File: src/rtl/sparrow_lpmul.sv
`default_nettype none
// sparrow_lpmul: 8x8 -> 16 low-precision multiplier with signed/unsigned and saturate modes.
// Rev 1.0: initial release.

package sparrow;
  typedef logic [7:0]  vector_component;
  typedef logic [15:0] high_prec_component;

  typedef struct packed {
    vector_component opA;
    vector_component opB;
    logic            sign;
    logic            sat;
  } lpmul_in_type;

  typedef struct packed {
    high_prec_component mul_res;
  } lpmul_out_type;
endpackage

module sparrow_lpmul
  import sparrow::*;
(
  input  logic          clk,
  input  logic          rst,
  input  lpmul_in_type  muli,
  input  logic          in_valid,
  output lpmul_out_type mulo,
  output logic          out_valid
);

  localparam logic signed [17:0] S_MAX = 18'sd127;
  localparam logic signed [17:0] S_MIN = -18'sd128;
  localparam logic signed [17:0] U_MAX = 18'sd255;

  logic signed [8:0]  ext_a;
  logic signed [8:0]  ext_b;
  logic signed [17:0] prod;
  high_prec_component res;
  high_prec_component res_d, res_q;
  logic               valid_d, valid_q;

  always_comb begin
    ext_a = muli.sign ? {muli.opA[7], muli.opA} : {1'b0, muli.opA};
    ext_b = muli.sign ? {muli.opB[7], muli.opB} : {1'b0, muli.opB};
    prod  = ext_a * ext_b;

    res = prod[15:0];
    // Unsigned products are never negative, so only the upper bound matters there.
    if (muli.sat) begin
      if (muli.sign) begin
        if (prod > S_MAX)      res = 16'h007F;
        else if (prod < S_MIN) res = 16'hFF80;
      end else if (prod > U_MAX) begin
        res = 16'h00FF;
      end
    end

    res_d   = in_valid ? res : res_q;
    valid_d = in_valid;
  end

  always_ff @(posedge clk) begin
    if (rst) begin
      res_q   <= 16'h0000;
      valid_q <= 1'b0;
    end else begin
      res_q   <= res_d;
      valid_q <= valid_d;
    end
  end

  assign mulo.mul_res = res_q;
  assign out_valid    = valid_q;

endmodule
`default_nettype wire

File: config.mk
export PLATFORM = sky130hd
export DESIGN_NAME = sparrow_lpmul
export DESIGN_NICKNAME = d
export VERILOG_FILES = /design/src/rtl/sparrow_lpmul.sv
export SDC_FILE = /design/constraint.sdc
export NUM_CORES = 1
export LEC_CHECK = 0
export ABC_AREA = 1
export CAP_MARGIN = 20
export CORE_MARGIN = 5
export CORE_UTILIZATION = 27
export DETAILED_ROUTE_END_ITERATION = 7
export GPL_ROUTABILITY_DRIVEN = 1
export HOLD_SLACK_MARGIN = 0.03
export PLACE_DENSITY = 0.45
export SLEW_MARGIN = 20
export SYNTH_ARGS = -nofsm -noshare
export SYNTH_HDL_FRONTEND = slang
export SYNTH_SLANG_ARGS = --single-unit
File: constraint.sdc
create_clock -name clk -period 17.6 [get_ports clk]
set_input_delay 2.64 -clock clk [delete_from_list [all_inputs] [get_ports clk]]
set_output_delay 2.64 -clock clk [all_outputs]
set_load 0.02 [all_outputs]
# Word level (Yosys, flattened, before mapping)
# Index checks and enable logic that the tools add are counted.
[word_totals] ff_bits=17 word_cells=13 inputBits=21 out_inout_bits=17
[classes] magnitude_cmp=3 n_mux=7 mul=1
[op_table] operator="$mux 16" n=5
[op_table] operator="$gt 18x8->1 const B" n=1
[op_table] operator="$gt 18x9->1 const B" n=1
[op_table] operator="$lt 18x8->1 const B" n=1
[op_table] operator="$mul 9x9->18" n=1
[op_table] operator="$mux 9" n=2

# Depth between registers and ports, before layout
# Gate-level depths: netlist of run 1.
[logic_depth] ltp_word=7 mapped_depth=30 mapped_depth_nobuf=29

# Worst setup path before layout of run 1
# Ideal clock, no wire load.
[synth_timing] path_type="in2reg" startpoint="input muli[1] (netlist bit)" endpoint="register res_q[0] (netlist: mulo[0])" setup_ps=138 path_slack_ps=9883 path_buffers=1 required_ps=17462 arrival_time_ps=7580 path_stages=26 cell_sequence="clkbuf_1 -> nand2_1 -> or2_2 -> fa_1 -> fa_1 -> inv_1 -> fa_1 -> fa_1 -> inv_1 -> fa_1 -> inv_1 -> ha_1 -> nand2_1 -> nand2_2 -> inv_2 -> nand2_2 -> xnor2_2 -> nand2_1 -> nor2_4 -> nand4_4 -> nand2_4 -> nand2_1 -> a21oi_1 -> nand2_1 -> nand2_1 -> a21oi_2"
[synth_between] elab_chain_cells=7 elab_cells_between_ends=11 classes_between="mul (1); order compare (3); mux (7)"
[synth_rtl] item="from (decl)" line="26" text="input lpmul_in_type muli,"
[synth_rtl] item="$mux 9, on equally long branches" line="44, 45"
[synth_rtl] item="$mul 9x9->18" line="46" text="prod = ext_a * ext_b;"
[synth_rtl] item="$lt 18x8->1" line="53" text="else if (prod < S_MIN) res = 16'hFF80;"
[synth_rtl] item="$mux 16" line="53"
[synth_rtl] item="$mux 16" line="52" text="if (prod > S_MAX) res = 16'h007F;"
[synth_rtl] item="$mux 16 (*)" line="51" text="if (muli.sign) begin"
[synth_rtl] item="$mux 16 (*)" line="50" text="if (muli.sat) begin"
[synth_rtl] item="to (signal assigned)" line="68" text="res_q <= res_d;"
[synth_rtl] item="to (decl)" line="40" text="high_prec_component res_d, res_q;"
# Every way passes the cells marked *; elsewhere a longest branch is shown, timed or not.
# A chain may end at the register's enable or synchronous reset.

# Worst setup path in the final report of run 1
[layout_timing] startpoint="input muli[9] (netlist bit)" endpoint="register res_q[3] (netlist: mulo[3])"
[layout_between] elab_chain_cells=7 elab_cells_between_ends=10 classes_between="mul (1); order compare (3); mux (6)"
[layout_rtl] item="$mux 9 (*)" line="45" text="ext_b = muli.sign ? {muli.opB[7], muli.opB} : {1'b0, muli.opB};"
[layout_rtl] item="$mul 9x9->18 (*)" line="46"
[layout_rtl] item="$lt 18x8->1" line="53"
[layout_rtl] item="$mux 16" line="53"
[layout_rtl] item="$mux 16" line="52"
[layout_rtl] item="$mux 16 (*)" line="51"
[layout_rtl] item="$mux 16 (*)" line="50"
# Marks and branches as above.

==> results of run 1 <==
how the worst max path moves through the flow:
stage                 start  slack [ns]  cells after the start      end
floorplan           muli[1]        9.88                     26  mulo[0]
global placement    muli[9]        8.31                     26  mulo[5]
detailed placement  muli[9]        8.23                     28  mulo[3]
CTS                 muli[9]        8.50                     28  mulo[3]
global route        muli[9]        8.10                     28  mulo[3]
finish              muli[9]        8.58                     28  mulo[3]
where the power goes:
group / internal [W] / leakage (nW) / switching (W) / total [W]
combinational: 0.000273 / 2.73 / 0.000496 / 0.000769
clock: 0.0000308 / 0.0382 / 0.0000152 / 0.0000460
sequential: 0.0000498 / 0.140 / 0.00000538 / 0.0000552
through the flow:
stage / hold slack, ns / setup slack, ns / cell area [um2] / utilization (%)
floorplan: 0.545 / 9.88 / 4610 / -
global placement: 0.460 / 8.31 / 5160 / 31.0
detailed placement: 0.459 / 8.23 / 5160 / 31.0
CTS: 0.467 / 8.50 / 5240 / 31.5
global route: 0.497 / 8.10 / 5240 / 31.5
finish: 0.466 / 8.58 / 5240 / 31.5
cell type report:
cell class / count / share of cell area (%)
clock buffers: 4 / 1.50
flip-flops and latches: 17 / 6.49
repair buffers: 37 / 7.07
multi-input cells: 467 / 67.6
well taps: 220 / 5.25
inverters: 169 / 12.1
worst min-delay path: stages, from the launching register on:
cell	delay (ns)
dfxtp_1	0.30
nand2_1	0.06
a21oi_1	0.06
layout by cell type (no fill, tap or decap):
cell type / n
nand2_1: 203
inv_1: 160
fa_1: 70
ha_1: 38
clkdlybuf4s50_1: 37
nor2_1: 34
nand3_1: 33
a21oi_1: 25
dfxtp_1: 17
nand2_2: 15
a21oi_2: 12
nand4_1: 10
inv_2: 7
o21ai_0: 7
nor2_2: 3
xnor2_1: 3
clkbuf_16: 3
nand3b_1: 2
nand2_4: 2
nor3_1: 2
clkinv_1: 2
or2_2: 1
o21bai_1: 1
xnor2_2: 1
nor2_4: 1
a21o_1: 1
nand3_2: 1
nand4_4: 1
a21oi_4: 1
clkbuf_1: 1
sequential cells by signal, indices dropped and copies added (netlist names):
register,flops
mulo,16
out_valid,1
per-layer routing:
metal | share of wire [%] | up-vias | GRT usage (%)
met2 | 51 | 28 | 22.5
li1 | - | 2031 | -
met5 | 0 | - | 0
met4 | 0.50 | 0 | 1.12
met1 | 47 | 1946 | 16.4
met3 | 1.1 | 6 | 1.02
cell families after synthesis:
family	Yosys count
and+or+nand+nor	308
buffers and inverters	194
adders and majority gates	108
AOI/OAI and AO/OA	47
DFF	17
xor gates and xnor gates	4
==> reports/qor.tcl, run 1 <==
set qor(status) {complete, no violations}
set qor(clk_pin_slew_worst_paths_ns) 0.05
set qor(finalNetCount) 824
set qor(yosys.cell_types.count) 29
set qor(global_route.usage.total_pct) 12.3
set qor(y_dimension_of_the_die_um) 141
set qor(dp_hpwl_um) 9840
set qor(fraction_of_the_mapped_netlist_area_in_adder_cells_pct) 40.7
set qor(final_layout_size_suffix_gt1_share_pct) 6.92
set qor(hold_start) {mulo[7]}
set qor(cts_made_buffers) 3
set qor(tightest_slew_ns) 0.865
set qor(clock_insertion_delay_worst_skew_ns) 0.25
set qor(layout-area-overhead-vs-synth_pct) 13.7
set qor(clock_tree.htree_level_count) 1
set qor(remaining_drc_errors) 0
set qor(finish.cell_count_without_fillers) 914
set qor(synthMostInstantiatedCell) {nand2_1}
set qor(synth-xor-area-share_pct) 0.923
set qor(cts_tree) {yes}
set qor(die_width_um) 141
set qor(clock-root-buffer) {clkbuf_16}
set qor(hold_buffers) 0
set qor(hp-class) {register to register}
set qor(synth_enable_flop_cells) 0
set qor(yosysWarnings) 0
set qor(synth_top_family_by_area) {adder cells}
set qor(buffer_ports.inserted) 37
set qor(critPathLaunchType) {input port}
set qor(synth.cell_area_um2) 4610
set qor(yosys.area.top_type_share_pct) 30.4
set qor(ports) 38
set qor(placedCellCount) 910
set qor(timing.final.crit_period_ns) 9.02
set qor(post_cts_buffers) 0
set qor(vdd_drop_max_uv) 56.7
set qor(grt-ovfl-total) 0
set qor(synth-seq-area-share_pct) 7.38
set qor(timing.rr.start) {mulo[15]}
set qor(clock-sinks) 17
set qor(synth_async_sr_flop_share_pct) 0
set qor(final-setup-viol-count) 0
set qor(synth_top_cell_by_area) {fa_1}
set qor(cp_data_required_time_ns) 17.70
set qor(most_area_consuming_cells_after_synthesis) {fa_1 (30%), nand2_1 (17%), inv_1 (13%), ha_1 (10%), dfxtp_1 (7.4%)}
set qor(pin_count_of_the_biggest_net_entering_global_routing) 27
set qor(worst_r2r_path_depth) 4
set qor(synth.mux.area_fraction_pct) 0
set qor(fraction_of_the_mapped_netlist_area_in_compound_gates_pct) 6.43
set qor(antenna_found_initial) 0
set qor(slew_headroom_pct) 42.2
set qor(largest_stage_delay_worst_path_ns) 0.78
set qor(postSynthNetCount) 807
set qor(diodes) 0
set qor(max_cap_violations) 0
set qor(core-area_um2) 16600
set qor(dominantRegCellSynth) {dfxtp_1}
set qor(fillCellCount) 1826
set qor(cts.path.max_buffers) 2
set qor(cp-end-kind) {register}
set qor(grt_pass1_vias) 4307
set qor(initialDrtViolationCount) 179
set qor(drv_slew) 0
set qor(cp_data_arrival_time_ns) 9.12
set qor(detailedRoute.firstPassIterationCount) 4
set qor(timing.critical_path.max_delay_family) {adder cells}
set qor(hold-path-cell-count) 2
set qor(worst_path_most_repeated_cell) {nand2_1}
set qor(seq_area_um2) 340
set qor(r2r_setup_slack_ns) 16.93
set qor(timing.fmax_mhz) 111
set qor(post_cts_resize_count) 0
set qor(total_leakage_power_nw) 2.90
set qor(fp-row-count) 47
set qor(floorplan_die_area_um2) 19800
set qor(drt_total_wl_um) 11500
set qor(avgViaCountPerCell) 4.39
set qor(power_per_cell_area_nw_per_um2) 166
set qor(synth_cells) 678
set qor(avgRoutedWirePerCell_um) 12.6
set qor(crit_buf_inv) 5
set qor(design_power_total_w) 0.000870
set qor(start_util_pct) 27.7
set qor(final.setup.tns_ns) 0
set qor(hold_path_end) {mulo[7]}
set qor(synth_area_per_cell_um2) 6.80
set qor(global_route_wire_length_before_repair_um) 20600
set qor(final.setup_skew_ns) 0
set qor(report.final.hold_viol_count) 0
set qor(vias) 4011
set qor(gp_congestion) 0.818
set qor(yosys_register_bits) 17
set qor(crit_slowest_cell) {clkdlybuf4s50_1}
set qor(reg2reg_to) {mulo[15]}
set qor(most_frequent_cells_after_synthesis) {nand2_1 (203), inv_1 (160), fa_1 (70)}
set qor(rsz_0062_raised_after_global_routing) {no}
set qor(critical_path_peak_fanout) 11
set qor(multi_input_area_um2) 3540
set qor(criticalPathCategory) {input port to register}
set qor(drtAntennaViolNets) 0
set qor(yosys.area_share.simple_pct) 28.8
set qor(timing.final.crit_share_pct) 51.2
(Power assumes the default switching activity.)
==> inputs of run 2 (changes only) <==
PLACE_DENSITY = 0.47   (was 0.45)
clock period = 7.6 ns   (was 17.6 ns; I/O delays follow)
==> run 2 against run 1 <==
Against the previous run: global-route usage down 0.45 points; clock power up 130%; sequential power up 130%; worst hold slack better by 0.0021 ns; largest cell class unchanged; largest power group unchanged.
==> reports/qor.tcl, run 2 (same netlist as run 1, synthesis figures left out) <==
set qor(vdd_drop_max_uv) 127
set qor(mostFrequentLayoutCell) {nand2_1}
set qor(timing.rr.start) {mulo[15]}
set qor(start_util_pct) 27.7
set qor(clk_pin_slew_worst_paths_ns) 0.05
set qor(power_per_cell_area_nw_per_um2) 372
set qor(post_cts_resize_count) 0
set qor(hold_path_end) {mulo[7]}
set qor(hold_buffers) 0
set qor(sw_frac_of_total_pct) 58.6
set qor(clkPwrFrac_pct) 5.3
set qor(grtUsageMet2_pct) 21.8
set qor(worst_path_most_repeated_cell) {nand2_1}
set qor(global_route_wire_length_before_repair_um) 20000
set qor(hp-class) {register to register}
set qor(power.combinational.fraction_pct) 88.2
set qor(criticalPathCategory) {input port to register}
set qor(dp_hpwl_um) 9660
set qor(hold_start) {mulo[7]}
set qor(clock_tree.htree_level_count) 1
set qor(hold-path-cell-count) 2
set qor(cp_data_arrival_time_ns) 6.94
set qor(vias) 3966
set qor(worst_r2r_path_depth) 4
set qor(r2r_setup_slack_ns) 6.93
set qor(avgViaCountPerCell) 4.29
set qor(pin_count_of_the_biggest_net_entering_global_routing) 27
set qor(final.setup_skew_ns) 0
set qor(y_dimension_of_the_die_um) 141
set qor(largest_stage_delay_worst_path_ns) 0.68
set qor(crit_slowest_cell) {clkdlybuf4s50_1}
set qor(critical_path_peak_fanout) 10
set qor(remaining_drc_errors) 0
set qor(cp-end-kind) {register}
set qor(drv_slew) 0
set qor(grt_util_met1_pct) 16.0
set qor(cp_data_required_time_ns) 7.69
set qor(status) {complete, no violations}
set qor(tightest_slew_ns) 0.915
set qor(cts.path.max_buffers) 2
set qor(clock_insertion_delay_worst_skew_ns) 0.24
set qor(gp_congestion) 0.815
set qor(largest_register_ffs) 16
set qor(timing.final.crit_period_ns) 6.85
set qor(met3_usage_pct) 0.779
set qor(avgRoutedWirePerCell_um) 11.8
set qor(grt-ovfl-total) 0
set qor(slew_headroom_pct) 38.8
set qor(gr-max-usage-layer) {met2}
set qor(timing.fmax_mhz) 146
set qor(power.switching_w) 0.00116
set qor(global_route.usage.total_pct) 11.8
set qor(reg2reg_to) {mulo[15]}
set qor(max_cap_violations) 0
set qor(clock-sinks) 17
set qor(detailedPlace.worstSlack_ns) 0.477
set qor(final_cell_mix) {nand2_1 (203), inv_1 (160), fa_1 (70)}
set qor(ports) 38
set qor(cts_tree) {yes}
set qor(drtAntennaViolNets) 0
set qor(critPathLaunchType) {input port}
set qor(finalNetCount) 835
set qor(final-setup-viol-count) 0
set qor(rsz_0062_raised_after_global_routing) {no}
set qor(fp-row-count) 47
set qor(final.setup.tns_ns) 0
set qor(total_leakage_power_nw) 2.96
set qor(antenna_found_initial) 0
set qor(grt_pass1_vias) 4185
set qor(timing.final.crit_share_pct) 90.1
set qor(initialDrtViolationCount) 154
set qor(drt_total_wl_um) 10900
set qor(die_width_um) 141
set qor(layout-area-overhead-vs-synth_pct) 15.5
set qor(post_cts_buffers) 0
set qor(floorplan_die_area_um2) 19800
set qor(final_layout_size_suffix_gt1_share_pct) 8.51
set qor(report.final.hold_viol_count) 0
set qor(buffer_ports.inserted) 37
set qor(clock-root-buffer) {clkbuf_16}
set qor(intPower_w) 0.000820
set qor(p_seq_share_pct) 6.5
set qor(detailedRoute.firstPassIterationCount) 4
set qor(diodes) 0
set qor(cts_made_buffers) 3
set qor(core-area_um2) 16600
set qor(setup_ws_ns) 0.749
-- run 2: critical path, delay by kind of cell --
kind	cells	cell delay [ns]
adders and majority gates	6	2.91
and+or+nand+nor	13	1.59
buffers and inverters	6	0.99
xor gates and xnor gates	1	0.25
AOI/OAI and AO/OA	1	0.05
-- run 2: how the worst max path moves through the flow --
stage	startpoint	endpoint	slack (ns)
2_1_floorplan	muli[1]	mulo[0]	1.38
3_3_place_gp	muli[1]	mulo[11]	0.44
3_5_place_dp	muli[1]	mulo[3]	0.48
4_1_cts	muli[1]	mulo[6]	0.72
5_1_grt	muli[1]	mulo[3]	0.23
6_report	muli[17]	mulo[3]	0.75
-- run 2: stage by stage --
step	utilization, %	instances	total power, W	hold WS, ns	instance area (um2)
5_1_grt	32.0	925	0.00228	0.487	5330
2_1_floorplan	-	678	0.00150	0.545	4610
6_report	32.0	925	0.00198	0.468	5330
4_1_cts	32.0	925	0.00203	0.471	5330
3_3_place_gp	31.5	921	0.00192	0.466	5250
3_5_place_dp	31.5	921	0.00191	0.460	5250
-- run 2: power by group through the flow --
stage | Combinational (W) | Clock (W) | Sequential (W)
global route | 0.00204 | 0.000112 | 0.000133
CTS | 0.00179 | 0.000109 | 0.000130
floorplan | 0.00133 | 0 | 0.000161
detailed placement | 0.00178 | 0 | 0.000131
finish | 0.00175 | 0.000105 | 0.000129
global placement | 0.00179 | 0 | 0.000131
-- run 2: area by class of cell --
type                            instances  area [um2]
Timing Repair Buffer                   48         453
Clock buffer                            3        75.1
Tap cell                              220         275
Clock inverter                          1        5.00
Fill cell                            1835       11300
Multi-Input combinational cell        467        3540
Inverter                              169         634
Sequential cell                        17         340
-- run 2: metal layers --
| metal | share of wire (%) | wire (um) |
|---|---|---|
| met5 | 0 | 0 |
| met4 | 0.19 | 21 |
| met3 | 1.6 | 172 |
| met2 | 50 | 5500 |
| met1 | 48 | 5260 |
